`src/rtl/if_fetch_unit.sv`:
```
// Fetch stage front end: PC register, next-PC redirect, IF/ID register.
// Bubbles and faulting fetches never redirect; redirects honour the delay slot.
module if_fetch_unit #(
  parameter logic [31:0] RESET_PC = 32'h0000_3000,
  parameter logic [31:0] IM_BASE  = 32'h0000_3000,
  parameter int unsigned IM_WORDS = 4096
) (
  input  logic        clk,
  input  logic        rst_n,
  output logic [31:0] im_addr,
  input  logic [31:0] im_rdata,
  input  logic        stall,
  input  logic        flush,
  input  logic [1:0]  npc_sel,
  input  logic [31:0] jr_target,
  output logic [31:0] if_id_instr,
  output logic [31:0] if_id_pc,
  output logic        if_id_valid,
  output logic        if_id_fault,
  output logic [31:0] fetch_cnt
);

  localparam logic [31:0] IM_END = IM_BASE + (32'(IM_WORDS) << 2);

  typedef struct packed {
    logic [31:0] instr;
    logic [31:0] pc;
    logic        valid;
    logic        fault;
  } if_id_t;

  if_id_t      q;
  logic [31:0] pc;
  logic [31:0] pc_nxt;
  logic [31:0] p4;
  logic [31:0] br_off;
  logic [1:0]  sel;
  logic        fault;

  assign im_addr     = pc;
  assign if_id_instr = q.instr;
  assign if_id_pc    = q.pc;
  assign if_id_valid = q.valid;
  assign if_id_fault = q.fault;

  assign fault = (pc[1:0] != 2'b00)
               | (pc < IM_BASE)
               | (pc >= IM_END);

  assign p4     = q.pc + 32'd4;
  assign br_off = {{14{q.instr[15]}}, q.instr[15:0], 2'b00};

  // ID can only steer the PC when it holds a real, legal fetch
  assign sel = (q.valid && !q.fault) ? npc_sel : 2'b00;

  always_comb begin
    pc_nxt = pc + 32'd4;
    unique case (1'b1)
      (sel == 2'b01): pc_nxt = p4 + br_off;
      (sel == 2'b10): pc_nxt = {p4[31:28], q.instr[25:0], 2'b00};
      (sel == 2'b11): pc_nxt = jr_target;
      default:        pc_nxt = pc + 32'd4;
    endcase
  end

  always_ff @(posedge clk) begin
    if (!rst_n) begin
      pc        <= RESET_PC;
      q         <= '0;
      fetch_cnt <= '0;
    end else if (flush) begin
      q <= '0;
      if (!stall) pc <= pc_nxt;
    end else if (!stall) begin
      pc      <= pc_nxt;
      q.instr <= fault ? 32'd0 : im_rdata;
      q.pc    <= pc;
      q.valid <= 1'b1;
      q.fault <= fault;
      if (!fault && fetch_cnt != 32'hFFFF_FFFF)
        fetch_cnt <= fetch_cnt + 32'd1;
    end
  end

endmodule

```
`config.mk`:
```
export PLATFORM = sky130hd
export DESIGN_NAME = if_fetch_unit
export DESIGN_NICKNAME = d
export VERILOG_FILES = /design/src/rtl/if_fetch_unit.sv
export SDC_FILE = /design/constraint.sdc
export NUM_CORES = 1
export LEC_CHECK = 0
export ABC_AREA = 1
export CORE_MARGIN = 1.5
export CORE_UTILIZATION = 24
export CTS_BUF_LIST = sky130_fd_sc_hd__clkbuf_4 sky130_fd_sc_hd__clkbuf_8
export DETAILED_ROUTE_END_ITERATION = 12
export PLACE_DENSITY = 0.47
export SYNTH_ARGS = -nofsm -noshare
export SYNTH_HDL_FRONTEND = slang
export SYNTH_SLANG_ARGS = --single-unit
export TNS_END_PERCENT = 20
```
`constraint.sdc`:
```
create_clock -name clk -period 3.4 [get_ports clk]
set_input_delay 0.68 -clock clk [delete_from_list [all_inputs] [get_ports clk]]
set_output_delay 0.68 -clock clk [all_outputs]
set_load 0.05 [all_outputs]
```
==> results of run 1 <==
-- per-stage QoR --
step | instance area (sq um) | hold WS [ns] | std cells | TNS, ns | worst slack, ns
after floorplan | 9660 | 0.631 | 1570 | 0 | 0.118
after global placement | 12500 | 0.455 | 2295 | 0 | 0.121
after detailed placement | 12500 | 0.459 | 2295 | 0 | 0.0836
after CTS | 12800 | 0.475 | 2327 | 0 | 0.0366
after global routing | 13000 | 0.507 | 2327 | -0.201 | -0.0586
final | 13000 | 0.471 | 2327 | 0 | 0.163
-- flip-flops by register name, summed over array words and instances (netlist names) --
name,cells
fetch_cnt,32
if_id_fault,1
if_id_instr,32
if_id_pc,32
im_addr,32
if_id_valid,1
-- cell usage after synthesis (7+ instances only) --
cell | n | area, sq um
a21oi_1 | 165 | 826
a22oi_1 | 23 | 173
buf_2 | 7 | 35.0
clkbuf_1 | 33 | 124
dfxtp_1 | 130 | 2600
ha_1 | 37 | 463
inv_1 | 188 | 706
nand2_1 | 451 | 1690
nand3_1 | 111 | 556
nand3b_1 | 11 | 82.6
nand4_1 | 36 | 225
nor2_1 | 127 | 477
nor3_1 | 47 | 235
nor4_1 | 8 | 50.1
o211ai_1 | 8 | 60.1
o21ai_0 | 63 | 315
xnor2_1 | 14 | 123
xor2_1 | 51 | 447
-- worst max-delay path, cell delays in order, from the launching register on --
cell,delay (ns)
dfxtp_4,0.37
ha_2,0.19
nand2_2,0.10
nor2_2,0.11
nand2_1,0.09
buf_4,0.15
inv_1,0.07
nand4_1,0.21
nor3_2,0.28
xnor2_1,0.16
inv_2,0.09
ha_4,0.28
nand2_1,0.09
nor2_2,0.12
inv_1,0.08
nor2_2,0.13
nand3_1,0.12
nand3_1,0.12
nand2_1,0.07
nand3_1,0.10
nand3_1,0.09
nand2_1,0.09
inv_1,0.03
-- cells by family (layout without fill, tap and decap cells) --
| family | after synthesis | after routing | share of synthesized area [%] |
|---|---|---|---|
| flip-flops | 130 | 130 | 27.0 |
| AO/OA/AOI/OAI | 281 | 281 | 16.0 |
| XOR/XNOR | 65 | 65 | 5.90 |
| adder cells (fa/ha/maj) | 38 | 38 | 5.00 |
| buffers and inverters | 241 | 473 | 9.77 |
| AND/OR/NAND/NOR | 815 | 815 | 36.4 |
-- timing repair --
action                                  in CTS  in global routing
hold buffers                                 0                  0
resized for setup                            0                 40
endpoints found under the setup margin       0                 15
endpoints found under the hold margin        0                  0
-- power by group --
part           switching, mW  total [mW]  internal [mW]
Combinational          0.452       0.702          0.250
Sequential            0.0774        1.64           1.56
Clock                  0.761        1.29          0.529
-- worst max-delay path by stage --
stage,from,to,depth (start not counted)
2_1_floorplan,if_id_pc[6],im_addr[31],23
3_3_place_gp,if_id_pc[3],im_addr[29],20
3_5_place_dp,if_id_pc[3],im_addr[25],18
4_1_cts,if_id_pc[3],im_addr[25],18
5_1_grt,if_id_pc[3],im_addr[29],22
6_report,if_id_pc[3],im_addr[26],22
-- metal layers --
metal	GRT usage, %	vias up	part of all wire (%)
li1	-	5616	-
met1	30.8	5343	46
met2	33.6	454	42
met3	5.90	45	8.6
met4	7.35	0	2.5
met5	0	-	0
-- final cells by class --
| class | count | area share [%] |
|---|---|---|
| multi-input combinational | 1199 | 48.3 |
| sequential | 130 | 20.1 |
| timing repair buffer | 249 | 18.3 |
| inverter | 192 | 5.55 |
| tap | 525 | 5.06 |
| clock buffer | 18 | 1.91 |
| clock inverter | 14 | 0.810 |
==> impl_results.md, run 1 <==
* Initial drt markers at 1042
* DIE AREA at 41400 sq um
* Synthesized cell area at 9660 sq um
* Largest net degree at the start of global routing at 73
* Mapped Nets at 1678
* Post-synth ARST share at 0%
* F_max at 0.309 GHz
* Maximum clock insertion buffer count at 2
* Via count at 11458
* Via/cell ratio at 4.92
* Clk_lat worst skew at 0.49 ns
* VDD IR-drop max at 0.247 mV
* Total iterations of the first detailed-routing run at 6
* Crit end category: flip-flop
* Post-CTS Setup Repair Bufs at 0
* Reg2reg setup slack at 0.16 ns
* CTS Root Cell: clkbuf_8
* Global route total overflow at 0
* Mapped Avg Cell Area at 6.15 sq um
* Outcome: finished clean
* Antenna violations before repair at 0
* Die width at 204 microns
* ANT cells at 0
* # H-tree levels at 4
* WHS Path Cells at 2
* Tightest Pin Transition at 0.774 ns
* Area Growth Syn to Fin at 34.4%
* Max-cap violations at 0
* Routed len/inst at 19.7 microns
* GRT Total Usage at 22.4%
* Critical Path Start Type: flip-flop
* Seq/Total Area, Yosys at 26.9%
* FP Rows at 73
* RSZ-0062 raised after global routing: true
* CTS Sinks at 130
* Distinct cells, synth at 43
* Most common cell after layout, fill and taps aside: nand2_1
* First-pass GRT wire length at 69.2 mm
* Final setup fails at 0
* Worst Hold Class: reg -> reg
* Cell Pwr Density at 280 nW/um^2
* Max-slew violations at 0
* Final Hold Fails at 0
* FF-to-FF End: im_addr[26]
* Remaining antenna violation count at 0
* Most frequent cells in the layout: nand2_1 (445), clkdlybuf4s50_1 (198), inv_1 (187)
* RD Place Congestion at 0.961
* Worst Hold End: if_id_instr[26]
* Core Util, Final at 32.7%
* Leakage power at 5.23 nW
* Starting Density at 24.3%
* Top FF cell, synth: dfxtp_1
* CP Max Fanout at 4
* # DRC at 0
* Post-Route Skew at 0.0201 ns
* Arrival time worst endpoint at 3.62 ns
* Kind of critical path: reg -> reg
* Hold_sp: if_id_instr[26]
* R2R depth at 22
* Hpwl dp at 36.7 mm
* Vias in the first global route at 11094
* WP data required at 3.79 ns
* Fillcell total at 4460
* Power, Total at 3.63 mW
* Reg area at 2610 sq um
* Register bit total from synthesis at 130
* Boundary pin count at 200
* Relative slew slack at 48.4%
* Ys Warns at 0
* Final period util at 95.2%
* PortBufs at 199
* Fin crit period at 3.24 ns
* Post-synth EDFFs at 0
* CTS Buf Count at 17
* Nets@finish at 1897
* Cells after Synth at 1570
* Clock tree from TritonCTS: done
* Layout cells sized above 1 at 8.21%
* Worst R2R Start: if_id_pc[3]
* Routed wire length at 45.8 mm
* Clock-pin slew on the worst setup and hold paths at 0.09 ns
* Multi-input gate area at 6260 sq um
* Die Height at 204 microns
* Core Area at 39700 sq um
(Power assumes the default switching activity.)
==> inputs of run 2 (changes only) <==
- TNS_END_PERCENT: 20 -> default
==> run 2 against run 1 <==
  * Flip-flop and latch count is the same
  * Clock power is essentially flat
  * Highest routed layer unchanged
  * Count of clock-buffer cells in the layout is the same
  * Clock skew shrank 0.0011 ns
  * Via count shrank 0.32%
  * Sequential power is essentially flat
  * Sequential share of layout area is essentially flat
  * Wire length is essentially flat
  * Largest power group unchanged
  * Worst setup slack lost 0.020 ns
  * Worst hold slack is essentially flat
  * Register-to-register slack lost 0.02 ns
  * Cell count is the same
==> impl_results.md, run 2 (synthesis results as in run 1) <==
* Clock tree from TritonCTS: done
* Final setup fails at 0
* PortBufs at 199
* R2R depth at 22
* DIE AREA at 41400 sq um
* Combinational group share of total power at 19.3%
* Global route total overflow at 0
* WP data required at 3.79 ns
* Met2 usage at 33.6%
* CTS Root Cell: clkbuf_8
* Reg area at 2610 sq um
* Hpwl dp at 36.7 mm
* FF-to-FF End: im_addr[25]
* WHS Path Cells at 2
* Clock share of power at 35.6%
* CTS Sinks at 130
* Worst Hold End: if_id_instr[26]
* Worst R2R Start: if_id_pc[3]
* Area Growth Syn to Fin at 34.6%
* Reg2reg setup slack at 0.14 ns
* Layout cells sized above 1 at 8.38%
* Total iterations of the first detailed-routing run at 5
* Hold_sp: if_id_instr[26]
* Largest net degree at the start of global routing at 73
* Worst Hold Class: reg -> reg
* Routed len/inst at 19.7 microns
* Routed wire length at 45.8 mm
* Tightest Pin Transition at 0.788 ns
* Clock-pin slew on the worst setup and hold paths at 0.09 ns
* Final Hold Fails at 0
* Maximum clock insertion buffer count at 2
* Boundary pin count at 200
* Seq pwr share at 45.1%
* Nets@finish at 1897
* M3 GR Usage at 5.90%
* Outcome: finished clean
* RSZ-0062 raised after global routing: true
* Multi-input gate area at 6280 sq um
* Die Height at 204 microns
* Power, Total at 3.63 mW
* Sw Ratio at 35.6%
* Antenna violations before repair at 0
* Most common cell after layout, fill and taps aside: nand2_1
* F_max at 0.307 GHz
* Remaining antenna violation count at 0
* Crit end category: flip-flop
* Die width at 204 microns
* Max-cap violations at 0
* Relative slew slack at 47.5%
* # DRC at 0
* Kind of critical path: reg -> reg
* Initial drt markers at 1017
* Vias in the first global route at 11094
* Most frequent cells in the layout: nand2_1 (443), clkdlybuf4s50_1 (198), inv_1 (187)
* Core Util, Final at 32.7%
* Leakage power at 5.23 nW
* NetSw at 1.29 mW
* GRT Total Usage at 22.4%
* CP Max Fanout at 4
* Critical Path Start Type: flip-flop
* Met1 Resource Use GR at 30.8%
* CTS Buf Count at 17
* # H-tree levels at 4
* Final period util at 95.8%
* Fin crit period at 3.26 ns
* Clk_lat worst skew at 0.49 ns
* Max-slew violations at 0
* Fillcell total at 4465
* Top Usage Layer GRT: met2
* Post-Route Skew at 0.0190 ns
* Core Area at 39700 sq um
* Via/cell ratio at 4.91
* Via count at 11421
* Cell Pwr Density at 280 nW/um^2
* FP Rows at 73
* Starting Density at 24.3%
* Hold Buf Count CTS at 0
* RD Place Congestion at 0.961
* VDD IR-drop max at 0.248 mV
* P_int at 2.34 mW
* Arrival time worst endpoint at 3.64 ns
* ANT cells at 0
* First-pass GRT wire length at 69.2 mm
[run 2: cell counts in the layout (fill, tap and decap cells not counted)]
Identical to the previous run, type by type.
[run 2: per-layer routing]
metal / vias to the layer above / part of all wire, %
met5: - / 0
met4: 0 / 2.7
met3: 46 / 8.2
met2: 418 / 43
met1: 5339 / 47
li1: 5618 / -
[run 2: critical path, cell delays in order, from the launching register on]
cell	delay, ns
dfxtp_4	0.37
ha_2	0.19
nand2_2	0.10
nor2_2	0.11
nand2_1	0.09
buf_4	0.15
inv_1	0.07
nand4_1	0.21
nor3_2	0.28
xnor2_1	0.16
inv_2	0.09
ha_4	0.28
nand2_2	0.09
nor2_2	0.16
nand2_1	0.08
inv_1	0.07
nand3_1	0.10
nand3_1	0.10
nand2_1	0.05
nand3_1	0.15
nand4_1	0.11
nand2_1	0.11
inv_1	0.04
[run 2: how the worst max path moves through the flow]
stage / from / to / cells after the start
6_report: if_id_pc[3] / im_addr[25] / 22
5_1_grt: if_id_pc[3] / im_addr[29] / 22
4_1_cts: if_id_pc[3] / im_addr[25] / 18
3_5_place_dp: if_id_pc[3] / im_addr[25] / 18
3_3_place_gp: if_id_pc[3] / im_addr[29] / 20
2_1_floorplan: if_id_pc[6] / im_addr[31] / 23
[run 2: final cells by class]
class,instances,share of cell area (%)
clock buffer,18,1.91
clock inverter,14,0.809
inverter,192,5.55
multi-input combinational,1199,48.3
sequential,130,20.1
tap,525,5.05
timing repair buffer,249,18.3
[run 2: power by group through the flow]
| stage | Combinational (mW) | Clock [mW] | Sequential, mW |
|---|---|---|---|
| 5_1_grt | 0.759 | 1.39 | 1.65 |
| 3_5_place_dp | 0.697 | 0 | 1.68 |
| 4_1_cts | 0.699 | 1.34 | 1.64 |
| 2_1_floorplan | 0.250 | 0 | 1.79 |
| 3_3_place_gp | 0.696 | 0 | 1.68 |
| 6_report | 0.702 | 1.29 | 1.64 |
[run 2: repair_timing]
item | CTS | global route
resized for setup | 0 | 45
buffers inserted | 0 | 0
endpoints found under the hold margin | 0 | 0
setup endpoints to repair | 0 | 15
[run 2: metrics by stage]
stage / cells / cell area (sq um) / TNS [ns] / hold slack [ns] / setup WS, ns
finish: 2327 / 13000 / 0 / 0.471 / 0.144
global route: 2327 / 13000 / -0.201 / 0.507 / -0.0586
detailed placement: 2295 / 12500 / 0 / 0.459 / 0.0836
global placement: 2295 / 12500 / 0 / 0.455 / 0.121
floorplan: 1570 / 9660 / 0 / 0.631 / 0.118
CTS: 2327 / 12800 / 0 / 0.475 / 0.0366
==> edit: new RTL, config.mk and constraints of run 1 <==
Put one more register stage on the output `fetch_cnt`, cleared by the reset. The value now appears one clock later. The other outputs are not delayed to match.
--- a/src/rtl/if_fetch_unit.sv
+++ b/src/rtl/if_fetch_unit.sv
@@ -30,2 +30,4 @@
   } if_id_t;
+
+  logic [31:0] fetch_cnt_s0;
 
@@ -69,3 +71,3 @@
       q         <= '0;
-      fetch_cnt <= '0;
+      fetch_cnt_s0 <= '0;
     end else if (flush) begin
@@ -79,4 +81,12 @@
       q.fault <= fault;
-      if (!fault && fetch_cnt != 32'hFFFF_FFFF)
-        fetch_cnt <= fetch_cnt + 32'd1;
+      if (!fault && fetch_cnt_s0 != 32'hFFFF_FFFF)
+        fetch_cnt_s0 <= fetch_cnt_s0 + 32'd1;
+    end
+  end
+
+  always_ff @(posedge clk) begin
+    if (!rst_n) begin
+      fetch_cnt <= '0;
+    end else begin
+      fetch_cnt <= fetch_cnt_s0;
     end
Formal check against the unedited RTL: not equivalent (Yosys sat finds a counterexample within 4 cycles, from zero or initial values and one cycle with rst_n low).
==> edit against run 1 <==
Power grew 19%; fmax grew 2.4%; sequential cell count grew 32; global-route usage shrank 1.1 points; area after synthesis grew 8.1%; final cell count grew 6.0%; worst setup slack gained 0.075 ns; via count grew 3.2%; wire length grew 1.5%; final area grew 6.9%; count of clock-buffer cells in the layout shrank 1; critical path depth shrank 2; combinational power is essentially flat; critical path type unchanged; critical endpoint unchanged; largest power group unchanged.
==> edit: results (changes against run 1) <==
{
  "status": {"value": "finished clean"},
  "finish.net_count": {"value": 1977, "change": "+4.2%"},
  "critical-path-max-stage-delay": {"value": 0.43, "unit": "ns", "change": "+0.06 ns"},
  "grt_pass1_vias": {"value": 11500, "change": "+3.5%"},
  "timing.critical_path.fanout_max": {"value": 5, "change": "+1"},
  "routed-wl-met2": {"value": 19800, "unit": "um", "change": "+1.5%"},
  "finClkSkew": {"value": 0.0222, "unit": "ns", "change": "+0.00210 ns"},
  "initialDrtViolationCount": {"value": 921, "change": "-12%"},
  "worstSkewPairLatency": {"value": 0.58, "unit": "ns", "change": "+0.09 ns"},
  "ys_seq_area_share": {"value": 31.1, "unit": "%", "change": "+4.1 points"},
  "ctsResizeCount": {"value": 7, "change": "+7"},
  "grt_util_all_layers": {"value": 21.3, "unit": "%", "change": "-1.1 points"},
  "sum_of_routed_wire_segments_on_met1": {"value": 22100, "unit": "um", "change": "+3.9%"},
  "data_arrival_time_of_the_worst_path": {"value": 3.63, "unit": "ns", "change": "about the same"},
  "dp.cells": {"value": 2431, "change": "+5.9%"},
  "layout-drive-gt1-share": {"value": 7.55, "unit": "%", "change": "-0.67 points"},
  "grt.met1_usage": {"value": 28.6, "unit": "%", "change": "-2.2 points"},
  "power.static_leakage": {"value": 5.71, "unit": "nW", "change": "+9.1%"},
  "fillerInstances": {"value": 4856, "change": "+8.9%"},
  "max-vdd-ir-drop": {"value": 0.000296, "unit": "V", "change": "+20%"},
  "dp_worst_setup_slack": {"value": -0.0837, "unit": "ns", "change": "-0.167 ns"},
  "global_route.usage.met2": {"value": 32.5, "unit": "%", "change": "-1.1 points"},
  "regToRegSetupSlack": {"value": 0.24, "unit": "ns", "change": "+0.07 ns"},
  "number_of_diodes": {"value": 0, "change": "unchanged"},
  "routed.top_layer": {"value": "met4"},
  "route.met3.wl": {"value": 3240, "unit": "um", "change": "-17%"},
  "cts.repair_timing.setup_buffer_count": {"value": 0, "change": "unchanged"},
  "via_count": {"value": 11800, "change": "+3.2%"},
  "avgSynthCellArea": {"value": 6.28, "unit": "sq um", "change": "+2.1%"},
  "timing.max_slew.rel_slack": {"value": 33.3, "unit": "%", "change": "-15 points"},
  "globalplace.congestion": {"value": 0.910, "change": "-5.2%"},
  "worst_r2r_path_depth": {"value": 20, "change": "-9.1%"},
  "synthesis.nets": {"value": 1771, "change": "+5.5%"},
  "dpl.hpwl": {"value": 37100, "unit": "um", "change": "+0.86%"},
  "drt-total-wl": {"value": 46500, "unit": "um", "change": "+1.5%"},
  "critPathLaunch": {"value": "if_id_pc[16]"},
  "grtUsageMet3": {"value": 5.65, "unit": "%", "change": "-0.24 points"},
  "dpl_cell_area": {"value": 0.0132, "unit": "sq mm", "change": "+6.1%"},
  "non_filler_instance_count_after_layout": {"value": 2467, "change": "+6.0%"},
  "hold_ws": {"value": 0.456, "unit": "ns", "change": "-0.0149 ns"},
  "grt_pass1_wl": {"value": 70400, "unit": "um", "change": "+1.8%"}
}
[edit: cell families (layout without fill, tap and decap cells)]
group,count (synthesis),count (layout),synth area share [%]
and+or+nand+nor,852,852,34.6
AOI/OAI and AO/OA,283,283,14.9
buffers and inverters,269,488,9.89
DFF,162,162,31.1
xor gates and xnor gates,59,59,4.95
adders and majority gates,38,38,4.63
[edit: final cells by class]
cell class / instances / area (sq um) / area share, %
Multi-Input combinational cell: 1232 / 6340 / 45.7
Sequential cell: 162 / 3250 / 23.4
Timing Repair Buffer: 241 / 2330 / 16.8
Inverter: 215 / 807 / 5.82
Tap cell: 585 / 732 / 5.28
Clock buffer: 17 / 234 / 1.69
Clock inverter: 15 / 188 / 1.35
[edit: power breakdown]
group	switching [mW]	leakage, nW	internal (mW)
registers	0.0793	1.32	1.94
clock network	0.910	0.207	0.682
logic	0.450	4.18	0.250
total	1.44	5.71	2.87
